**src/rtl/mem_lsu_if.sv**
```systemverilog
// Data-memory bus between the load/store unit (master) and the data memory (slave).
interface mem_lsu_if;
  logic        bus_req;
  logic        bus_we;
  logic [31:0] bus_addr;
  logic [31:0] bus_wdata;
  logic [31:0] bus_rdata;
  logic        bus_ack;

  modport master (output bus_req, bus_we, bus_addr, bus_wdata,
                  input  bus_rdata, bus_ack);
  modport slave  (input  bus_req, bus_we, bus_addr, bus_wdata,
                  output bus_rdata, bus_ack);
endinterface

```
**src/rtl/mem_lsu.sv**
```systemverilog
// Memory-stage load/store unit: non-memory ops pass to WB through one register,
// Lw/Sw become stalled, handshaked bus transactions with alignment check and timeout.
module mem_lsu #(
  parameter int TIMEOUT = 16
) (
  input  logic        clk,
  input  logic        rst,
  input  logic [5:0]  op_i,
  input  logic [31:0] memAddr_i,
  input  logic [31:0] memData_i,
  input  logic [31:0] regcData_i,
  input  logic        regcWrite_i,
  input  logic [4:0]  regcAddr_i,
  output logic        stall,
  output logic [31:0] regcData,
  output logic        regcWrite,
  output logic [4:0]  regcAddr,
  output logic        adel,
  output logic        ades,
  output logic        bus_err,
  mem_lsu_if.master   mbus
);
  localparam logic [5:0] OP_LW = 6'b100011;
  localparam logic [5:0] OP_SW = 6'b101011;

  localparam logic [0:0] S_IDLE = 1'b0;
  localparam logic [0:0] S_BUS  = 1'b1;

  localparam int               CNT_W    = $clog2(TIMEOUT);
  localparam logic [CNT_W-1:0] CNT_LAST = CNT_W'(TIMEOUT - 1);

  logic [0:0]       state;
  logic [CNT_W-1:0] cnt;
  logic             is_lw;
  logic             is_sw;
  logic             is_mem;
  logic             misaligned;
  logic             timeout_hit;

  always_comb begin
    is_lw       = (op_i == OP_LW);
    is_sw       = (op_i == OP_SW);
    is_mem      = is_lw | is_sw;
    misaligned  = is_mem & (memAddr_i[1:0] != 2'b00);
    timeout_hit = (state == S_BUS) & (cnt == CNT_LAST);
    stall       = 1'b0;
    // Upstream must not see a stall while reset is asserted.
    if (rst) begin
      if (state == S_IDLE) stall = is_mem & ~misaligned;
      else                 stall = ~mbus.bus_ack & ~timeout_hit;
    end
  end

  always_ff @(posedge clk or negedge rst) begin
    if (!rst) begin
      state          <= S_IDLE;
      cnt            <= '0;
      regcData       <= '0;
      regcWrite      <= 1'b0;
      regcAddr       <= '0;
      adel           <= 1'b0;
      ades           <= 1'b0;
      bus_err        <= 1'b0;
      mbus.bus_req   <= 1'b0;
      mbus.bus_we    <= 1'b0;
      mbus.bus_addr  <= '0;
      mbus.bus_wdata <= '0;
    end else begin
      adel    <= 1'b0;
      ades    <= 1'b0;
      bus_err <= 1'b0;
      case (state)
        S_IDLE: begin
          if (!is_mem) begin
            regcData  <= regcData_i;
            regcWrite <= regcWrite_i;
            regcAddr  <= regcAddr_i;
          end else if (misaligned) begin
            regcWrite <= 1'b0;
            adel      <= is_lw;
            ades      <= is_sw;
          end else begin
            state          <= S_BUS;
            cnt            <= '0;
            regcWrite      <= 1'b0;
            mbus.bus_req   <= 1'b1;
            mbus.bus_we    <= is_sw;
            mbus.bus_addr  <= {memAddr_i[31:2], 2'b00};
            mbus.bus_wdata <= memData_i;
          end
        end
        default: begin
          // Ack takes priority over a coinciding timeout.
          if (mbus.bus_ack) begin
            if (!mbus.bus_we) begin
              regcData  <= mbus.bus_rdata;
              regcWrite <= regcWrite_i;
              regcAddr  <= regcAddr_i;
            end else begin
              regcWrite <= 1'b0;
            end
            mbus.bus_req <= 1'b0;
            state        <= S_IDLE;
          end else if (timeout_hit) begin
            regcWrite    <= 1'b0;
            bus_err      <= 1'b1;
            mbus.bus_req <= 1'b0;
            state        <= S_IDLE;
          end else begin
            cnt       <= cnt + 1'b1;
            regcWrite <= 1'b0;
          end
        end
      endcase
    end
  end
endmodule

```
**src/flat_wrapper.sv**
```systemverilog
// flat-port wrapper written by rule: the top's interface ports become plain ports
module mem_lsu_flat 
#(
  parameter int TIMEOUT = 16
)
  (clk, rst, op_i, memAddr_i, memData_i, regcData_i, regcWrite_i, regcAddr_i, stall, regcData, regcWrite, regcAddr, adel, ades, bus_err, mbus_bus_req, mbus_bus_we, mbus_bus_addr, mbus_bus_wdata, mbus_bus_rdata, mbus_bus_ack);
  mem_lsu_if mbus_i ();
  input  logic clk;
  input  logic rst;
  input  logic [5:0] op_i;
  input  logic [31:0] memAddr_i;
  input  logic [31:0] memData_i;
  input  logic [31:0] regcData_i;
  input  logic regcWrite_i;
  input  logic [4:0] regcAddr_i;
  output logic stall;
  output logic [31:0] regcData;
  output logic regcWrite;
  output logic [4:0] regcAddr;
  output logic adel;
  output logic ades;
  output logic bus_err;
  output wire logic [$bits(mbus_i.bus_req)-1:0] mbus_bus_req;
  output wire logic [$bits(mbus_i.bus_we)-1:0] mbus_bus_we;
  output wire logic [$bits(mbus_i.bus_addr)-1:0] mbus_bus_addr;
  output wire logic [$bits(mbus_i.bus_wdata)-1:0] mbus_bus_wdata;
  input wire logic [$bits(mbus_i.bus_rdata)-1:0] mbus_bus_rdata;
  input wire logic [$bits(mbus_i.bus_ack)-1:0] mbus_bus_ack;
  assign mbus_bus_req = mbus_i.bus_req;
  assign mbus_bus_we = mbus_i.bus_we;
  assign mbus_bus_addr = mbus_i.bus_addr;
  assign mbus_bus_wdata = mbus_i.bus_wdata;
  assign mbus_i.bus_rdata = mbus_bus_rdata;
  assign mbus_i.bus_ack = mbus_bus_ack;
  mem_lsu #(.TIMEOUT(TIMEOUT)) u_core (.clk(clk), .rst(rst), .op_i(op_i), .memAddr_i(memAddr_i), .memData_i(memData_i), .regcData_i(regcData_i), .regcWrite_i(regcWrite_i), .regcAddr_i(regcAddr_i), .stall(stall), .regcData(regcData), .regcWrite(regcWrite), .regcAddr(regcAddr), .adel(adel), .ades(ades), .bus_err(bus_err), .mbus(mbus_i));
endmodule
```
**config.mk**
```make
export PLATFORM = sky130hd
export DESIGN_NAME = mem_lsu_flat
export DESIGN_NICKNAME = d
export VERILOG_FILES = /design/src/rtl/mem_lsu_if.sv /design/src/rtl/mem_lsu.sv /design/src/flat_wrapper.sv
export SDC_FILE = /design/constraint.sdc
export NUM_CORES = 1
export LEC_CHECK = 0
export CAP_MARGIN = 40
export CORE_AREA = 2 2 110 112
export CTS_CLUSTER_DIAMETER = 50
export CTS_CLUSTER_SIZE = 24
export DETAILED_ROUTE_END_ITERATION = 12
export DIE_AREA = 0 0 112 114
export PLACE_DENSITY = 0.8
export SYNTH_ARGS = -nofsm -noshare
export SYNTH_HDL_FRONTEND = slang
export SYNTH_SLANG_ARGS = --single-unit
```
**constraint.sdc**
```tcl
create_clock -name clk -period 2.6 [get_ports clk]
set_input_delay 0.39 -clock clk [delete_from_list [all_inputs] [get_ports clk]]
set_output_delay 0.39 -clock clk [all_outputs]
set_load 0.005 [all_outputs]
```
==> impl_metrics.py <==
metrics = {
    "pwr": {
        "power_mw": 4.35,
        "ir_drop_mv": 0.358,
        "p_sw_mw": 1.02,
        "power.density_nw_per_um2": 557,
        "p_int_mw": 3.33,
        "p_leak_nw": 3.63,
        "p_seq_share_pct": 45.9,
        "p_sw_share_pct": 23.5,
        "p_comb_share_pct": 20.7,
        "clock_power_share_pct": 33.4,
    },
    "routing": {
        "first_pass_iters": 4,
        "m1WireLength_mm": 4.82,
        "drt_iter0_drc": 141,
        "drc_errors": 0,
        "routed_wl_mm": 12.9,
        "via_per_inst": 5.01,
        "wl_met2_mm": 6.59,
        "wl_met3_mm": 1.19,
        "dr.max_layer_used": "met4",
        "post_drt_wl_per_cell_um": 17.6,
        "ant_nets": 0,
        "vias": 3674,
    },
    "timing": {
        "min_period_ns": 2.42,
        "setup_slack_ns": 0.182,
        "min_period_over_period_pct": 93.0,
        "grt_setup_unrepaired": "false",
        "final.setup_skew_ns": 0.00746,
        "whs_ns": 0.457,
        "drv_slew": 0,
        "finalSetupViolations": 0,
        "fmax_ghz": 0.414,
        "slew_headroom_pct": 57.6,
        "setup_tns_ns": 0,
        "max_slew.worst_pin.slew_ns": 0.636,
        "hold_viol": 0,
    },
    "place": {
        "postPlaceCellArea_um2": 7480,
        "gp_congestion": 0.732,
        "pre_cts_ws_ns": -0.0378,
        "dp_hpwl_mm": 9.66,
        "port_buffers": 248,
    },
    "clock_tree": {
        "clkTransAtPathRegs_ns": 0.07,
        "clockRootBuffer": "clkbuf_16",
        "clk_path_buf_depth": 2,
        "cts_post_setup_buffers_inserted": 0,
        "numCtsBuffers": 9,
        "cts_tree": "yes",
        "numClockSinks": 110,
        "clock_latency_ns": 0.34,
        "h-tree-depth": 3,
    },
    "yosys": {
        "ys_seq_area_share_pct": 56.7,
        "synth_edf_count": 0,
        "synthDistinctLibCells": 30,
        "synthTopCellsByArea": "dfrtp_1 57%, mux2i_1 20%, mux2_1 15%",
        "synth_flop_cell": "dfrtp_1",
        "yosysTopAreaCell": "dfrtp_1",
        "ys_ff_latch": 110,
        "syn-mean-instance-area_um2": 14.6,
        "synthesis.area_um2": 4850,
        "synth_cells": 332,
        "yosysWarningCount": 0,
        "synth_top_cell_area_share_pct": 56.7,
        "postSynth.asyncResetShare_pct": 100,
    },
    "floorplanning": {
        "die_area_um2": 12800,
        "io_pins": 251,
        "row_count": 40,
        "initial_core_util_pct": 41.4,
        "core_area_um2": 11700,
        "die_h_um": 114,
        "die_w_um": 112,
    },
    "cells_and_area": {
        "fin_area_um2": 7810,
        "fillers": 885,
        "drive_above_1_share_pct": 5.97,
        "nets": 725,
        "areaGrowthSynthToFinish_pct": 60.9,
        "antenna_cells": 0,
    },
    "worst_setup_path": {
        "start_kind": "input port",
        "arrival_ns": 2.03,
        "crit_fanout": 3,
        "crit_type": "input port to output pin",
        "endpoint_kind": "output pin",
        "required_ns": 2.21,
    },
    "worst_hold_path": {
        "hp-class": "input port to asynchronous set/reset pin",
    },
    "global_routing": {
        "grt_max_degree": 51,
        "grt_pass1_wl_mm": 20.2,
        "grt_use_total_pct": 20.0,
        "antenna_found_initial": 0,
        "grt-ovfl-total": 0,
        "grt_pass1_vias": 4032,
    },
    "run": {
        "max-cap-violations": 0,
    },
    "run_status": {
        "outcome": "completed",
    },
}
## registers in the layout, summed over array words and instances, names as in the netlist
register               count
u_core.ades                1
u_core.mbus.bus_req        1
u_core.bus_err             1
u_core.regcAddr            5
u_core.state               1
u_core.regcData           32
u_core.mbus.bus_addr      30
u_core.cnt                 4
u_core.adel                1
u_core.mbus.bus_we         1
u_core.regcWrite           1
u_core.mbus.bus_wdata     32
## critical path, cell delays in order
cell and delay (ns):
clkdlybuf4s50_1 0.50, and4bb_1 0.26, and4b_2 0.27, nor2_1 0.13, inv_1 0.06, and2_1 0.14, dlygate4sd2_1 0.27
## repair_timing
item / 4_1_cts / 5_1_grt
gates resized for setup: 1 / 0
setup endpoints to repair: 1 / 0
hold buffers: 1 / 0
hold endpoints to repair: 14 / 0
## placed cells by master (no fill, tap or decap), drive strengths merged, types with 2 or more instances in the layout
cell type / synthesis / final
nand2: 4 / 4
nand3: 5 / 5
nand2b: 3 / 3
nand4b: 2 / 2
inv: 2 / 5
buf: 18 / 10
nor2: 5 / 5
nor4b: 2 / 2
conb: 1 / 2
dfrtp: 110 / 110
mux2: 68 / 68
clkdlybuf4s50: 0 / 246
mux2i: 96 / 96
clkbuf: 3 / 11
o21ai: 3 / 3
## cells in the mapped netlist, types with 2 or more instances
cell type and n:
nor2_1 5, mux2_1 64, nand3_1 5, nand4b_1 2, buf_2 9, buf_6 6, mux2_2 4, buf_4 3
nand2_1 3, mux2i_1 96, dfrtp_1 110, inv_1 2, nor4b_1 2, clkbuf_1 3, nand2b_1 3
## metrics by stage
stage | utilization (%) | std cells
CTS | 66.7 | 733
detailed placement | 63.9 | 716
global placement | 63.9 | 716
floorplan | - | 333
global route | 66.7 | 733
finish | 66.7 | 733
## final timing paths
check | end | slack [ns] | startpoint | cells after the start
max | stall | 0.18 | op_i[4] | 7
min | u_core.regcData[24] | 0.46 | rst | 2
max reg2reg | u_core.mbus.bus_wdata[29] | 0.58 | u_core.state | 4
min reg2reg | u_core.mbus.bus_wdata[13] | 0.49 | u_core.mbus.bus_wdata[13] | 1
max in group asynchronous | u_core.mbus.bus_wdata[19] | 1.23 | rst | 3
min in group clk | u_core.mbus.bus_wdata[13] | 0.49 | u_core.mbus.bus_wdata[13] | 1
## final cells by class
class | count | area [um^2] | share of cell area (%)
tap | 147 | 184 | 2.36
multi-input combinational | 200 | 1950 | 25.0
sequential | 110 | 2750 | 35.3
clock inverter | 5 | 63.8 | 0.817
inverter | 2 | 7.51 | 0.0961
clock buffer | 11 | 253 | 3.24
timing repair buffer | 258 | 2590 | 33.2
## cell families (layout without fill, tap and decap cells)
logic type | after synthesis | after routing | share of synthesized area, %
flops | 110 | 110 | 56.7
simple gates | 27 | 27 | 3.35
other cells | 1 | 2 | 0.0773
compound gates | 6 | 6 | 0.825
mux | 164 | 164 | 35.6
buf+inv | 23 | 276 | 3.17
fa+ha+maj | 1 | 1 | 0.258
## power groups by stage
stage,clock network [mW],logic [mW],registers [mW]
detailed placement,0,0.912,2.03
global placement,0,0.888,2.02
floorplan,0,0.233,2.03
CTS,1.49,0.917,2.00
finish,1.45,0.900,2.00
global route,1.55,0.966,2.02
## per-layer routing
| layer | vias to the layer above | GRT usage, % |
|---|---|---|
| met1 | 1804 | 21.9 |
| met2 | 169 | 36.6 |
| met3 | 17 | 6.16 |
| met5 | - | 0 |
| li1 | 1684 | - |
| met4 | 0 | 7.64 |
Note: power is estimated with default switching activity, not from simulation.
